## config.mk

```make
export PLATFORM = sky130hd
export DESIGN_NAME = step_sequencer
export DESIGN_NICKNAME = d
export VERILOG_FILES = /design/src/rtl/step_sequencer.sv
export SDC_FILE = /design/constraint.sdc
export NUM_CORES = 1
export LEC_CHECK = 0
export BUFFER_PORTS_ARGS = -buffer_cell sky130_fd_sc_hd__buf_2
export CAP_MARGIN = 15
export CELL_PAD_IN_SITES_DETAIL_PLACEMENT = 1
export CELL_PAD_IN_SITES_GLOBAL_PLACEMENT = 1
export CORE_MARGIN = 10
export CORE_UTILIZATION = 44
export CTS_BUF_LIST = sky130_fd_sc_hd__clkbuf_4
export CTS_CLUSTER_SIZE = 8
export DETAILED_ROUTE_END_ITERATION = 7
export PLACE_DENSITY = 0.82
export SLEW_MARGIN = 20
export SYNTH_ARGS = -nofsm -noshare
export SYNTH_HDL_FRONTEND = slang
export SYNTH_SLANG_ARGS = --single-unit
```

## constraint.sdc

```tcl
create_clock -name clk -period 2.2 [get_ports clk]
set_input_delay 0.11 -clock clk [delete_from_list [all_inputs] [get_ports clk]]
set_output_delay 0.11 -clock clk [all_outputs]
set_load 0.005 [all_outputs]
```

## src/rtl/step_sequencer.sv

```systemverilog
// rtl/step_sequencer.sv - programmable N-step note sequencer with tempo divider, live record and gate length
module step_sequencer #(
    parameter int N_STEPS  = 8,
    parameter int NOTE_W   = 4,
    parameter int BEAT_DIV = 2500,
    parameter int GATE_DIV = 1250,
    localparam int STEP_W  = $clog2(N_STEPS)
) (
    input  logic                clk,
    input  logic                rst,
    input  logic [N_STEPS-1:0]  step_keys,
    input  logic                seq_on_key,
    input  logic                play_key,
    input  logic                rec_en,
    input  logic [NOTE_W-1:0]   live_note,
    output logic [NOTE_W-1:0]   note_out,
    output logic                gate,
    output logic                sequencer_on,
    output logic                playing,
    output logic [STEP_W-1:0]   step,
    output logic [N_STEPS-1:0]  step_led,
    output logic [N_STEPS-1:0]  enable_mask
);

    localparam int KEY_W = N_STEPS + 2;
    // Wide enough to hold GATE_DIV == BEAT_DIV for the gate comparison.
    localparam int DIV_W = $clog2(BEAT_DIV + 1);
    localparam logic [DIV_W-1:0]  DIV_LAST  = DIV_W'(BEAT_DIV - 1);
    localparam logic [DIV_W-1:0]  GATE_LIM  = DIV_W'(GATE_DIV);
    localparam logic [STEP_W-1:0] LAST_STEP = STEP_W'(N_STEPS - 1);

    typedef enum logic [1:0] {S_OFF, S_PAUSED, S_PLAYING} state_t;

    state_t             state, state_next;
    logic [KEY_W-1:0]   key_raw, sync1, sync2, sync3, key_edge;
    logic [N_STEPS-1:0] step_edge, mask_next;
    logic               seq_edge, play_edge, rec_fire, sounding;
    logic [DIV_W-1:0]   div_cnt;
    logic [NOTE_W-1:0]  note_mem [N_STEPS];
    logic [NOTE_W-1:0]  cur_note;

    assign key_raw = {play_key, seq_on_key, step_keys};

    always_ff @(posedge clk or posedge rst) begin
        if (rst) begin
            sync1 <= '0;
            sync2 <= '0;
            sync3 <= '0;
        end else begin
            sync1 <= key_raw;
            sync2 <= sync1;
            sync3 <= sync2;
        end
    end

    assign key_edge  = sync2 & ~sync3;
    assign step_edge = key_edge[N_STEPS-1:0];
    assign seq_edge  = key_edge[N_STEPS];
    assign play_edge = key_edge[N_STEPS+1];

    always_ff @(posedge clk or posedge rst) begin
        if (rst) state <= S_OFF;
        else     state <= state_next;
    end

    // seq_on_key takes priority; a coincident play_key edge is dropped.
    always_comb begin
        state_next = state;
        case (state)
            S_OFF: begin
                if (seq_edge) state_next = S_PAUSED;
            end
            S_PAUSED: begin
                if (seq_edge)       state_next = S_OFF;
                else if (play_edge) state_next = S_PLAYING;
            end
            S_PLAYING: begin
                if (seq_edge)       state_next = S_OFF;
                else if (play_edge) state_next = S_PAUSED;
            end
            default: state_next = S_OFF;
        endcase
    end

    // The divider only runs on cycles that stay in PLAYING, so a pause holds the exact position.
    always_ff @(posedge clk or posedge rst) begin
        if (rst) begin
            div_cnt <= '0;
            step    <= '0;
        end else if (state_next == S_OFF) begin
            div_cnt <= '0;
            step    <= '0;
        end else if (state == S_PLAYING && state_next == S_PLAYING) begin
            if (div_cnt == DIV_LAST) begin
                div_cnt <= '0;
                step    <= (step == LAST_STEP) ? '0 : step + 1'b1;
            end else begin
                div_cnt <= div_cnt + 1'b1;
            end
        end
    end

    assign rec_fire = (state == S_PLAYING) && rec_en && (div_cnt == '0) && (live_note != '0);

    always_comb begin
        mask_next = enable_mask ^ step_edge;
        if (rec_fire) mask_next[step] = 1'b1;
    end

    always_ff @(posedge clk or posedge rst) begin
        if (rst) enable_mask <= '0;
        else     enable_mask <= mask_next;
    end

    always_ff @(posedge clk or posedge rst) begin
        if (rst) begin
            for (int i = 0; i < N_STEPS; i++)
                note_mem[i] <= NOTE_W'((i % ((1 << NOTE_W) - 1)) + 1);
        end else if (rec_fire) begin
            note_mem[step] <= live_note;
        end
    end

    assign cur_note     = note_mem[step];
    assign sounding     = (state == S_PLAYING) && enable_mask[step] &&
                          (cur_note != '0) && (div_cnt < GATE_LIM);
    assign note_out     = sounding ? cur_note : '0;
    assign gate         = sounding;
    assign sequencer_on = (state != S_OFF);
    assign playing      = (state == S_PLAYING);
    assign step_led     = sequencer_on ? (N_STEPS'(1) << step) : '0;

endmodule

```

Word level (Yosys, flattened, before mapping)
Cells that the tools add are included.
{"block": "word_totals", "word_cells": 77, "out_inout_bits": 26, "in_bits": 17, "regBits": 87}
{"block": "op_classes", "mux": 26, "addsub": 2, "n_eq_ne": 5, "reduce_logical": 18, "order_cmp": 5, "shifts": 1, "n_bitwise": 5}
{"operator": "12-bit two-way mux", "count": 3}
{"operator": "32-bit bitwise mux", "count": 1}
{"operator": "4-bit two-way mux", "count": 4}
{"operator": "8-bit two-way mux", "count": 2}
{"operator": "12-bit by 1-bit adder with 12-bit output, second input constant", "count": 1}
{"operator": "4-bit binary-select mux with 3-bit select", "count": 1}
{"operator": "4-bit demux with 3-bit select", "count": 1}
{"operator": "12-bit == test, second input constant", "count": 1}
{"operator": "12-bit zero test", "count": 1}
{"operator": "12-bit by 11-bit < comparator with 1-bit output, second input constant", "count": 1}
{"operator": "3-bit two-way mux", "count": 4}
{"operator": "10-bit bitwise AND", "count": 1}
{"operator": "2-bit two-way mux", "count": 5}
{"operator": "10-bit NOT", "count": 1}
{"operator": "1-bit logical AND", "count": 9}
{"operator": "8-bit bitwise OR", "count": 1}
{"operator": "4-bit nonzero test", "count": 2}
{"operator": "1-bit by 3-bit << shifter with 8-bit output, first input constant", "count": 1}
{"operator": "8-bit XOR", "count": 1}
{"operator": "2-bit one-hot mux with 3 select lines", "count": 1}
{"operator": "2-bit nonzero test", "count": 3}
{"operator": "2-bit == test, second input constant", "count": 2}
{"operator": "4-bit greater-or-equal comparator, second input constant", "count": 1}
{"operator": "2-bit zero test", "count": 2}
{"operator": "other kinds (11)", "count": 12}

Logic depth before layout (Yosys ltp)
{"block": "depth", "depth_word": 9, "ltp_mapped": 7, "ltp_nobuf": 6}

Least setup slack after synthesis
OpenSTA, ideal clock, no wires.
{"block": "synth_timing", "path_kind": "register to register", "startpoint": "reg div_cnt[5]", "endpoint": "reg note_mem[24] (netlist name)", "synth_period_minus_slack_ns": 2.143, "path_slack_ns": 0.057, "arrival_time_ns": 2.018, "setup_ns": 0.125, "n_path_buf": 1, "t_required_ns": 2.075, "path_stages_with_launch": 7, "cell_sequence": "dfrtp_1 -> nor4_1 -> nand2_1 -> or3b_4 -> or4_1 -> buf_2 -> mux2_4"}
{"block": "synth_between", "elab_chain_len": 3}
{"item": "start, declared", "line_no": "38", "text": "logic [DIV_W-1:0] div_cnt;"}
{"item": "start signal, assigned", "line_no": "98", "text": "div_cnt <= div_cnt + 1'b1;"}
{"item": "12-bit zero test", "line_no": "103", "text": "assign rec_fire = (state == S_PLAYING) && rec_en && (div_cnt == '0) && (live_note != '0);"}
{"item": "1-bit logical AND (2 in a row)", "line_no": "103"}
{"item": "end signal, assigned by index", "line_no": "118", "text": "note_mem[i] <= NOTE_W'((i % ((1 << NOTE_W) - 1)) + 1);"}
{"item": "end signal, assigned by index", "line_no": "120", "text": "note_mem[step] <= live_note;"}
{"item": "end, declared", "line_no": "39", "text": "logic [NOTE_W-1:0] note_mem [N_STEPS];"}
Every way passes these cells.
A chain may end at the register's enable or synchronous reset.

Worst setup path in the final report
{"block": "layout_timing", "startpoint": "reg step[1]", "endpoint": "out gate"}
{"block": "layout_between", "elab_chain_len": 7, "elab_cells_between_ends": 10, "cone_classes": "mux: 5; bitwise: 1; reduce/logical: 4"}
{"item": "start, declared", "line_no": "20", "text": "output logic [STEP_W-1:0] step,"}
{"item": "start signal, assigned", "line_no": "96", "text": "step <= (step == LAST_STEP) ? '0 : step + 1'b1;"}
{"item": "3-bit NOT with 4-bit output (not written as such)", "line_no": "124", "text": "assign cur_note = note_mem[step];"}
{"item": "4-bit binary-select mux with 3-bit select", "line_no": "124"}
{"item": "4-bit two-way mux (not written as such) (2 in a row)", "line_no": "124"}
{"item": "4-bit nonzero test", "line_no": "126", "text": "(cur_note != '0) && (div_cnt < GATE_LIM);"}
{"item": "1-bit logical AND (*)", "line_no": "125", "text": "assign sounding = (state == S_PLAYING) && enable_mask[step] &&"}
{"item": "1-bit logical AND (*)", "line_no": "126"}
{"item": "end, declared", "line_no": "17", "text": "output logic gate,"}
Mark *: on every way between the ends. The rest lies on a longest branch, timed or not. The select of a mux whose other input is x is not followed.

==> metrics <==
outcome=complete, but fails checks; failing checks=setup timing; RSZ-0062 raised after global routing=true; synthesized area=3970 um^2; Area growth syn-to-layout=30.4%; YS warnings=0; CTS Buffer Depth=2; H-tree levels=3; vias in the first global route=3215; Clock Skew=just under 0.02 ns; Final nets=~450; Antenna Nets Post-Route=0; Post-Route M1 WL=4950 um; Final Non-Filler Cells=536; most common cell after layout, fill and taps aside=dfrtp_1; Mapped Nets=345; die width=approximately 110 um; # DRC=0; share of layout cells above drive strength 1=between 40% and 50%; Iter 0 DRT Violations=184; number of flops mapped to enable cells by yosys=0; Worst Max-Slew Pin Slew=~0.65 ns; total CTS buffers=9; fin util=approximately 59%; Max Slew Vio Count=0; Core Footprint=between 8000 and 9000 um^2; largest net degree at the start of global routing=65; worst-path cell chain=mux4_2 > mux2i_1 > inv_1 > o41a_1 > buf_2; clock latency on the worst-skew pair=approximately 0.46 ns; max layer used=met4; Period Utilization, post-route=120%; GRT overflow=0; count of different cell masters after synthesis=50; share of Yosys cell area claimed by the top area cell type=a little under half; ANT cells=0; VDD IR max=roughly 0.51 mV; gate family responsible for the most delay along the worst path=multiplexers; DR pass1 iterations=4; Comb pwr share=roughly a third; Total GRT Usage=around 17%; Wirelength per Cell=21.9 um; Slew HR=a little under three fifths; die area=13200 um^2; placed cell count=497; kind of critical path=flip-flop to output port; largest area contributor in the synthesized netlist=dfrtp_1; Port Buffer Count=42; WP data required=between 2 and 2.5 ns; leakage power=around 2.4 nW; Cells after Synth=320; clock tree from TritonCTS=done; sw power=approximately 1.7 mW; Fillers=~900; Final HPWL DP=7880 um; Final min period=approximately 2.6 ns; metal3 WL=~350 um; Row Count=34; syn_area_per_cell=approximately 12 um^2; first-pass GRT wire length=~18000 um; placed instance area=about 4600 um^2; Initial Utilization=a little under half; top post-synthesis cells by area=dfrtp_1, mux2_2, dfstp_2; Buf/Inv on CP=2; via count=2936; final hold slack=slightly below 0.06 ns; clock sinks=87; sequential area share after synthesis=between 50% and 60%; FMAX=379 MHz; CP Capture Type=output port; max incr delay on CP=just over 0.6 ns; vias per inst=about 5.5; Main synth FF type=dfrtp_1; Final Instance Area=roughly 5200 um^2; initial antenna violation count=0; clk root buf=clkbuf_4; reg2reg setup slack=-0.31 ns; GP Congestion=0.885; PD cells=between 900 and 1000 nW/um^2; Top-Level Pins=between 40 and 50; CTS clk-pin slew, worst paths=between 0.15 and 0.2 ns; Routed WL=~12000 um; worst min-delay path class=input pin to flip-flop; final setup vio count=between 50 and 60; Final WS setup=-0.438 ns; sw frac=between 30% and 40%; Worst EP arrival=about 2.5 ns; power share of the sequential group=about 45%; P_int=between 2 and 3 mW; async set-reset flop share out of synthesis=between 90% and 100%; Hold Vio Cnt, Final=0; most frequent cells in the layout=dfrtp_1, buf_2, buf_4, mux2_2, mux2_4; crit path launch type=flip-flop; Crit-path slowest cell=dfrtp_2; total power=around 4.7 mW; post-synthesis register bit count=between 80 and 90; Clk pwr share=about 22%; max cap viols=0; chip height=115 um; largest fanout on the critical path=10; Met2 Wirelength=about 6200 um
-- sequential cells by signal, summed over array words and instances, names as in the netlist --
name         count
sync1           10
sync3           10
step             3
enable_mask      8
div_cnt         12
state            2
note_mem        32
sync2           10
-- cell families after synthesis --
family	after synthesis	share of synthesized area [%]
AOI/OAI and AO/OA	31	5.42
xor gates and xnor gates	15	3.31
adders and majority gates	8	2.52
buffers and inverters	24	2.40
DFF	87	55.2
muxes	50	15.4
and+or+nand+nor	105	15.7
-- worst register-to-register path, delay by kind of cell, from the launching register on --
family / cells / cell delay, ns
AND/OR/NAND/NOR: 4 / 1.29
flip-flops: 1 / 0.43
multiplexers: 1 / 0.33
buffers and inverters: 3 / 0.35
-- layer usage --
layer | vias up | track usage [%]
li1 | 1341 | -
met5 | - | 0
met2 | 46 | 29.6
met4 | 0 | 5.20
met1 | 1535 | 19.7
met3 | 14 | 3.65
-- cell usage after synthesis (2+ instances only) --
cell type and number:
clkbuf_1 4, and3_1 8, nand2_1 12, nor2_1 15
dfstp_2 13, a22oi_1 2, nand4_1 6, a21oi_1 6
or2_2 4, nor3_1 5, mux2i_1 9, mux2_2 33
or4_1 2, buf_2 4, or3b_2 2, nor2b_1 6
xor2_1 3, nand3_1 10, buf_1 2, mux2_4 4
xnor2_1 12, nor4_2 3, nor4b_1 2, clkinv_1 2
and2_1 7, ha_1 8, nand2b_1 9, nand3b_1 5
o22ai_1 3, inv_1 12, dfrtp_1 74, a31oi_1 5
nor4_1 4, mux4_2 4, o21ai_0 5
-- per-stage QoR --
step,setup slack [ns],setup TNS [ns]
after floorplan,0.0567,0
after global placement,-0.0219,-0.0219
after detailed placement,-0.0292,-0.0775
after CTS,-0.356,-1.69
after global routing,-0.581,-15.04
final,-0.438,-9.95
-- power groups by stage --
stage	sequential, mW	clock, mW	combinational, mW
after floorplan	2.03	0	0.851
after global placement	2.09	0	1.28
after detailed placement	2.10	0	1.35
after CTS	2.08	1.03	1.38
after global routing	2.13	1.11	1.68
final	2.10	1.02	1.56
-- final cells by class --
class	count	area [um^2]	area share, %
sequential	87	2200	42.4
multi-input combinational	209	1880	36.2
timing repair buffer	102	754	14.6
tap	108	135	2.61
clock inverter	7	90.1	1.74
clock buffer	9	67.6	1.30
inverter	14	56.3	1.09
-- repair_timing --
action | in CTS | in global routing
gates resized for setup | 9 | 43
cloned | 0 | 0
setup endpoints to repair | 20 | 41
pin swaps | 5 | 12
hold buffers | 11 | 0
endpoints found under the hold margin | 33 | 0
setup buffers | 4 | 8
-- worst paths after layout --
path,startpoint,endpoint,cells after the start
max in group asynchronous,rst,note_mem[6],4
max,step[1],gate,5
max reg2reg,div_cnt[3],note_mem[27],8
min,live_note[3],note_mem[19],3
min reg2reg,sync1[9],sync2[9],0
min in group asynchronous,rst,sync1[7],3
No activity file was read; power rests on OpenSTA's default activity.
